==> src/rtl/rep_seq_monitor.sv <==
// rep_seq_monitor
//
// Run-time checker for the sequence "a, then b repeated CNT times, then c".
// This is the synthesizable counterpart of the repetition assertions used in
// simulation. It can sit in silicon or emulation next to the logic it
// watches.
//
// Repetition flavours (MODE):
//   0 = goto            [->CNT]  b hits may be spread out; c checked on the
//                                 CNTth hit
//   1 = non-consecutive [=CNT]   like goto, but c must keep holding after the
//                                 CNTth hit until another b arrives
//   2 = consecutive     [*CNT]   b must hold on every edge; the first gap
//                                 ends the attempt vacuously
//
// Up to NUM_TRK attempts can be in flight at once. Each one lives in its own
// tracker, which holds a state, an 8-bit hit count and an age counter.
//
// Ports:
//   clk       sole clock, rising edge
//   rst       synchronous, active-high reset
//   en        monitor enable; low aborts every attempt silently
//   a         trigger (antecedent start)
//   b         repeated event
//   c         consequent
//   pass      one-cycle pulse: at least one attempt passed at the last edge
//   fail      one-cycle pulse: at least one attempt failed at the last edge
//   vac       one-cycle pulse: at least one attempt ended vacuously
//   ovf       sticky: a trigger was dropped because no tracker was free
//   busy      per-tracker live bits (post-edge state)
//   pass_cnt  saturating count of passing attempts
//   fail_cnt  saturating count of failing attempts

module rep_seq_monitor #(
  parameter int CNT     = 3,
  parameter int MODE    = 1,
  parameter int NUM_TRK = 4,
  parameter int TIMEOUT = 64,
  parameter int CW      = 16
) (
  input  logic               clk,
  input  logic               rst,
  input  logic               en,
  input  logic               a,
  input  logic               b,
  input  logic               c,
  output logic               pass,
  output logic               fail,
  output logic               vac,
  output logic               ovf,
  output logic [NUM_TRK-1:0] busy,
  output logic [CW-1:0]      pass_cnt,
  output logic [CW-1:0]      fail_cnt
);

  // Tracker states.
  localparam logic [1:0] ST_IDLE   = 2'd0;
  localparam logic [1:0] ST_COUNT  = 2'd1;
  localparam logic [1:0] ST_WINDOW = 2'd2;

  // The age counter only has to reach TIMEOUT-1. With the limit disabled it
  // wraps harmlessly, and a single bit is enough.
  localparam int            AW       = (TIMEOUT > 1) ? $clog2(TIMEOUT + 1) : 1;
  localparam logic [AW-1:0] AGE_LAST = AW'((TIMEOUT > 0) ? TIMEOUT - 1 : 0);

  localparam logic [7:0] CNT_L = 8'(CNT);

  // Width of the per-edge outcome tally. The sum width is chosen so that
  // counter + tally can never wrap before the saturation check.
  localparam int              SW      = $clog2(NUM_TRK + 1);
  localparam int              SUMW    = ((CW > SW) ? CW : SW) + 1;
  localparam logic [SUMW-1:0] SAT_MAX = SUMW'({CW{1'b1}});

  logic [1:0]    state_q [NUM_TRK];
  logic [1:0]    state_d [NUM_TRK];
  logic [7:0]    hits_q  [NUM_TRK];
  logic [7:0]    hits_d  [NUM_TRK];
  logic [AW-1:0] age_q   [NUM_TRK];
  logic [AW-1:0] age_d   [NUM_TRK];

  logic [NUM_TRK-1:0] arm_sel;
  logic               arm_ok;
  logic [NUM_TRK-1:0] pass_t;
  logic [NUM_TRK-1:0] fail_t;
  logic [NUM_TRK-1:0] vac_t;

  logic [SW-1:0]   n_pass;
  logic [SW-1:0]   n_fail;
  logic [SUMW-1:0] pass_sum;
  logic [SUMW-1:0] fail_sum;
  logic [CW-1:0]   pass_cnt_d;
  logic [CW-1:0]   fail_cnt_d;

  // Pick the lowest-index tracker that is idle before this edge.
  // A tracker that finishes on this edge still shows its live state here.
  // That makes a tracker freed at edge t unavailable until edge t+1.
  always_comb begin
    arm_ok  = 1'b0;
    arm_sel = '0;
    for (int i = 0; i < NUM_TRK; i++) begin
      if (!arm_ok && (state_q[i] == ST_IDLE)) begin
        arm_ok     = 1'b1;
        arm_sel[i] = 1'b1;
      end
    end
  end

  // Per-tracker evaluation of the sampled b/c.
  //
  // A normal pass/fail/vac decision is made first. The timeout is applied
  // only if the tracker is still undecided. Disable and arming are handled
  // last.
  //
  // A newly armed tracker was idle at this edge, so the b that arrives with
  // its trigger never counts for it. This gives the ##1 behaviour.
  always_comb begin
    logic [7:0] hit_next;
    logic       timed_out;
    hit_next  = '0;
    timed_out = 1'b0;
    pass_t    = '0;
    fail_t    = '0;
    vac_t     = '0;
    for (int i = 0; i < NUM_TRK; i++) begin
      state_d[i] = state_q[i];
      hits_d[i]  = hits_q[i];
      age_d[i]   = age_q[i];
      hit_next   = hits_q[i] + 8'd1;
      timed_out  = (TIMEOUT != 0) && (age_q[i] == AGE_LAST);
      case (state_q[i])
        ST_COUNT: begin
          age_d[i] = age_q[i] + AW'(1);
          if (b) begin
            hits_d[i] = hit_next;
            if (hit_next == CNT_L) begin
              if ((MODE == 1) && c) begin
                state_d[i] = ST_WINDOW;
              end else begin
                pass_t[i]  = c;
                fail_t[i]  = ~c;
                state_d[i] = ST_IDLE;
              end
            end
          end else if (MODE == 2) begin
            vac_t[i]   = 1'b1;
            state_d[i] = ST_IDLE;
          end
          if (timed_out && !(pass_t[i] || fail_t[i] || vac_t[i])) begin
            vac_t[i]   = 1'b1;
            state_d[i] = ST_IDLE;
          end
        end
        ST_WINDOW: begin
          age_d[i] = age_q[i] + AW'(1);
          if (b) begin
            pass_t[i] = 1'b1;
          end else if (!c) begin
            fail_t[i] = 1'b1;
          end else if (timed_out) begin
            pass_t[i] = 1'b1;
          end
          if (pass_t[i] || fail_t[i]) begin
            state_d[i] = ST_IDLE;
          end
        end
        ST_IDLE: begin
          state_d[i] = ST_IDLE;
        end
        default: begin
          state_d[i] = ST_IDLE;
        end
      endcase
      if (!en) begin
        state_d[i] = ST_IDLE;
        pass_t[i]  = 1'b0;
        fail_t[i]  = 1'b0;
        vac_t[i]   = 1'b0;
      end else if (a && arm_sel[i]) begin
        state_d[i] = ST_COUNT;
        hits_d[i]  = '0;
        age_d[i]   = '0;
      end
    end
  end

  // Count how many trackers produced each outcome on this edge.
  // Add the tally to the running counters, clamping at all-ones.
  always_comb begin
    n_pass = '0;
    n_fail = '0;
    for (int i = 0; i < NUM_TRK; i++) begin
      n_pass = n_pass + SW'(pass_t[i]);
      n_fail = n_fail + SW'(fail_t[i]);
    end
    pass_sum   = SUMW'(pass_cnt) + SUMW'(n_pass);
    fail_sum   = SUMW'(fail_cnt) + SUMW'(n_fail);
    pass_cnt_d = (pass_sum > SAT_MAX) ? {CW{1'b1}} : pass_sum[CW-1:0];
    fail_cnt_d = (fail_sum > SAT_MAX) ? {CW{1'b1}} : fail_sum[CW-1:0];
  end

  // Register tracker state and every output.
  // Reset drops in-flight attempts without reporting them.
  // While en is low the tally is zero, so the counters hold their values.
  always_ff @(posedge clk) begin
    if (rst) begin
      for (int i = 0; i < NUM_TRK; i++) begin
        state_q[i] <= ST_IDLE;
        hits_q[i]  <= '0;
        age_q[i]   <= '0;
      end
      pass     <= 1'b0;
      fail     <= 1'b0;
      vac      <= 1'b0;
      ovf      <= 1'b0;
      pass_cnt <= '0;
      fail_cnt <= '0;
    end else begin
      for (int i = 0; i < NUM_TRK; i++) begin
        state_q[i] <= state_d[i];
        hits_q[i]  <= hits_d[i];
        age_q[i]   <= age_d[i];
      end
      pass     <= |pass_t;
      fail     <= |fail_t;
      vac      <= |vac_t;
      pass_cnt <= pass_cnt_d;
      fail_cnt <= fail_cnt_d;
      if (en && a && !arm_ok) begin
        ovf <= 1'b1;
      end
    end
  end

  // Live bits are a direct decode of the registered tracker states.
  always_comb begin
    busy = '0;
    for (int i = 0; i < NUM_TRK; i++) begin
      busy[i] = (state_q[i] != ST_IDLE);
    end
  end

endmodule

==> config.mk <==
export PLATFORM = sky130hd
export DESIGN_NAME = rep_seq_monitor
export DESIGN_NICKNAME = d
export VERILOG_FILES = /design/src/rtl/rep_seq_monitor.sv
export SDC_FILE = /design/constraint.sdc
export NUM_CORES = 1
export LEC_CHECK = 0
export ABC_AREA = 1
export CORE_MARGIN = 4
export CORE_UTILIZATION = 25
export DETAILED_ROUTE_END_ITERATION = 10
export GPL_ROUTABILITY_DRIVEN = 1
export PLACE_DENSITY = 0.4
export SLEW_MARGIN = 20
export SYNTH_ARGS = -nofsm -noshare
export SYNTH_HDL_FRONTEND = slang
export SYNTH_SLANG_ARGS = --single-unit
==> constraint.sdc <==
create_clock -name clk -period 8.94 [get_ports clk]
set_input_delay 1.341 -clock clk [delete_from_list [all_inputs] [get_ports clk]]
set_output_delay 1.341 -clock clk [all_outputs]
set_load 0.02 [all_outputs]
==> impl_metrics.yaml <==
clocking:
  cts_resized: 0
  cts_buffer_depth: 2
  cts_tree: "done"
  cts_setup_buffers: 0
  clk_latency_ps: 360
  clk_pin_slew_worst_paths_ps: 80
  htree_levels: 3
  clock-sinks: 104
  postCtsHoldBufs: 0
  numCtsBuffers: 9
  root_buffer: "clkbuf_16"
sta:
  slew_viol_final: 0
  worst_slew_pin_slew_ps: 549
  hold_viol_final: 0
  setup_viol: 0
  rsz0062_at_grt: "no"
  max_slew_margin: 0.633
  worst_slack_ps: 3950
  finalCritPeriodShare: 0.558
  clock_skew_ps: 14.7
  finalSetupTns_ps: 0
  fin_hold_ws_ps: 470
  max_freq_mhz: 200
  fin_crit_ps: 4990
finish:
  n_antenna_cell: 0
  syn_to_final_growth_pct: 18.5
  final_nets: 879
  drive_gt1_frac: 0.0556
  final_area_um2: 6770
  layoutNonFillerInstCount: 1130
  utilization: 0.300
  nFillCells: 2477
synthesis:
  synth_area_per_cell_um2: 7.17
  synth_cell_types: 36
  synth-edff-count: 0
  syn_nets: 836
  syn-instance-count: 797
  synth_top_flop_cell: "dfxtp_1"
  ys_ff_latch: 104
  synth_area_um2: 5720
  yosysWarnings: 0
  async_flop_share: 0
  seq_area_frac_synth: 0.364
power:
  p_int_uw: 670
  netSwitchingPower_uw: 220
  power.density_nw_per_um2: 131
  power_frac_clock: 0.438
  sequentialPowerShare: 0.525
  power.total_uw: 890
  p_leak_nw: 2.69
  p_sw_frac: 0.247
  ir_drop_uv: 78.9
  p_comb_frac: 0.037
detailed_routing:
  wl_met2_um: 6240
  viasPerCell: 4.31
  wl_met3_um: 353
  met1_length_um: 6960
  vias: 4869
  initialDrtViolationCount: 133
  drc: 0
  totalWireLength_um: 13700
  first_pass_iters: 4
  top_layer: "met4"
  wl_per_cell_um: 12.1
  antenna_left: 0
worst_setup_path:
  cp-end-kind: "flip-flop"
  crit_fanout: 13
  path_class: "input port to flip-flop"
  crit_buf_inv: 5
  critical_path.top_delay_family: "simple AND/OR/NAND/NOR gates"
  worstPathCellList: "clkdlybuf4s50_1, nor2_1, inv_1, nand4_1, inv_1, fa_1, inv_1, fa_1, inv_1, fa_1, nand3_2, nor2_2, nand2_1, nor2_2, nand2_2, nor2_2, nand4_2, a21oi_1"
  path_common_cell: "inv_1"
  required_ps: 9230
  arrival_ps: 5290
  slowest_stage: "clkdlybuf4s50_1"
  cp_slowest_stage_delay_ps: 700
  startpoint_type: "input port"
placed_design:
  dp_slack_ps: 3520
  port_buffers: 45
  gp_congestion: 0.742
  dp_cells: 1114
  placed_area_um2: 6480
  dpl.hpwl_um: 10300
die:
  row_count: 55
  die_y_um: 159
  core_um2: 22600
  ioPinCount: 46
  dieArea_um2: 25300
  die-width_um: 159
  initial_core_util: 0.253
status:
  outcome: "finished, final reports clean"
grt:
  grt.total_usage: 0.112
  antenna_found_initial: 0
  grt_max_degree: 33
  grt_pass1_vias: 4787
  grt_pass1_wl_um: 23500
  overflow: 0
job:
  cap_violations: 0
hold_path:
  worstHoldPathType: "flip-flop to flip-flop"
-- cell type report --
class | instances | area (µm²) | area share
Clock buffer | 9 | 225 | 0.0333
Inverter | 116 | 435 | 0.0643
Sequential cell | 104 | 2080 | 0.307
Clock inverter | 7 | 67.6 | 0.00998
Timing Repair Buffer | 50 | 488 | 0.0721
Tap cell | 285 | 357 | 0.0527
Multi-Input combinational cell | 559 | 3120 | 0.460
-- final timing paths --
kind              cells after the start  slack [ps]    startpoint            to
setup reg to reg                     20        5080  hits_q[2][1]  fail_cnt[11]
setup / recovery                     18        3950             b   pass_cnt[5]
hold reg to reg                       2         470   age_q[1][6]   age_q[1][6]
hold / removal                        2         470   age_q[1][6]   age_q[1][6]
-- per-layer routing --
metal / track usage / up-vias
li1: - / 2642
met1: 0.145 / 2179
met2: 0.188 / 41
met3: 0.0277 / 7
met4: 0.0260 / 0
met5: 0 / -
-- placed cells by master, fill, tap and decap left out, types with 2 or more instances in the layout --
master             n
o21bai_1           3
mux2i_1            2
xnor2_1           17
nand3b_1           2
or2_2              4
o21ai_1            6
a21oi_1           54
nor3_1            18
buf_4              5
nor2_4             2
nor2_2             8
nand4_1           29
nand3_1           37
inv_1            115
inv_6              2
nand2_2            3
a21oi_2            2
o21ai_0           36
dfxtp_1          104
ha_1              27
nor2_1           112
nand2_1          139
clkdlybuf4s50_1   45
clkinv_4           3
nand3_2            4
clkbuf_16          9
a31oi_1            2
nor3b_1            4
a211oi_1           7
fa_1               6
xor2_1            29
-- cells by family after synthesis --
group           Yosys count  share of synthesized area
buf+inv                 134                     0.0904
compound gates          113                      0.107
xor+xnor                 46                     0.0705
fa+ha+maj                33                     0.0801
mux                       2                    0.00350
flops                   104                      0.364
simple gates            365                      0.284
-- flip-flops by register name, summed over array words and instances (netlist names) --
signal / count
fail: 1
age_q: 28
hits_q: 32
fail_cnt: 16
pass: 1
vac: 1
state_q: 8
pass_cnt: 16
ovf: 1
-- cells in the mapped netlist, types with 2 or more instances --
master	instances	area [µm²]
clkbuf_1	9	33.8
o21ai_1	6	30.0
buf_2	8	40.0
nand3_1	37	185
nand3b_1	2	15.0
xor2_1	29	254
inv_1	115	432
nor3b_1	4	30.0
nor3_1	18	90.1
nor2_1	112	420
nand2_1	139	522
o21ai_0	36	180
nor2_4	2	22.5
mux2i_1	2	20.0
ha_1	27	338
nand2_2	3	18.8
a211oi_1	7	52.6
a31oi_1	2	12.5
nand4_1	29	181
a21oi_1	54	270
nor2_2	8	50.1
or2_2	4	25.0
fa_1	6	120
a21oi_2	2	17.5
xnor2_1	17	149
o21bai_1	3	22.5
dfxtp_1	104	2080
nand3_2	4	40.0
-- power by group through the flow --
stage | registers (mW) | logic, mW | clock network (mW)
2_1_floorplan | 0.477 | 0.0212 | 0
3_3_place_gp | 0.478 | 0.0340 | 0
3_5_place_dp | 0.478 | 0.0337 | 0
4_1_cts | 0.467 | 0.0338 | 0.410
5_1_grt | 0.467 | 0.0373 | 0.428
6_report | 0.467 | 0.0331 | 0.390
-- worst reg2reg max path, stage by stage, from the launching register on --
cell and delay [ps]:
dfxtp_1 390, ha_1 220, nand3_1 110, nor2_1 130
xor2_1 90, nor2_1 270, nand4_1 130, nand2_1 80
nand2_1 80, fa_1 480, inv_1 50, fa_1 450
fa_1 420, nand2_1 90, nor2_2 60, nand2_2 70
nor2_4 40, nand3_1 80, nor3_1 50, nand2_1 290
a21oi_1 120
Note: power is estimated with default switching activity, not from simulation.
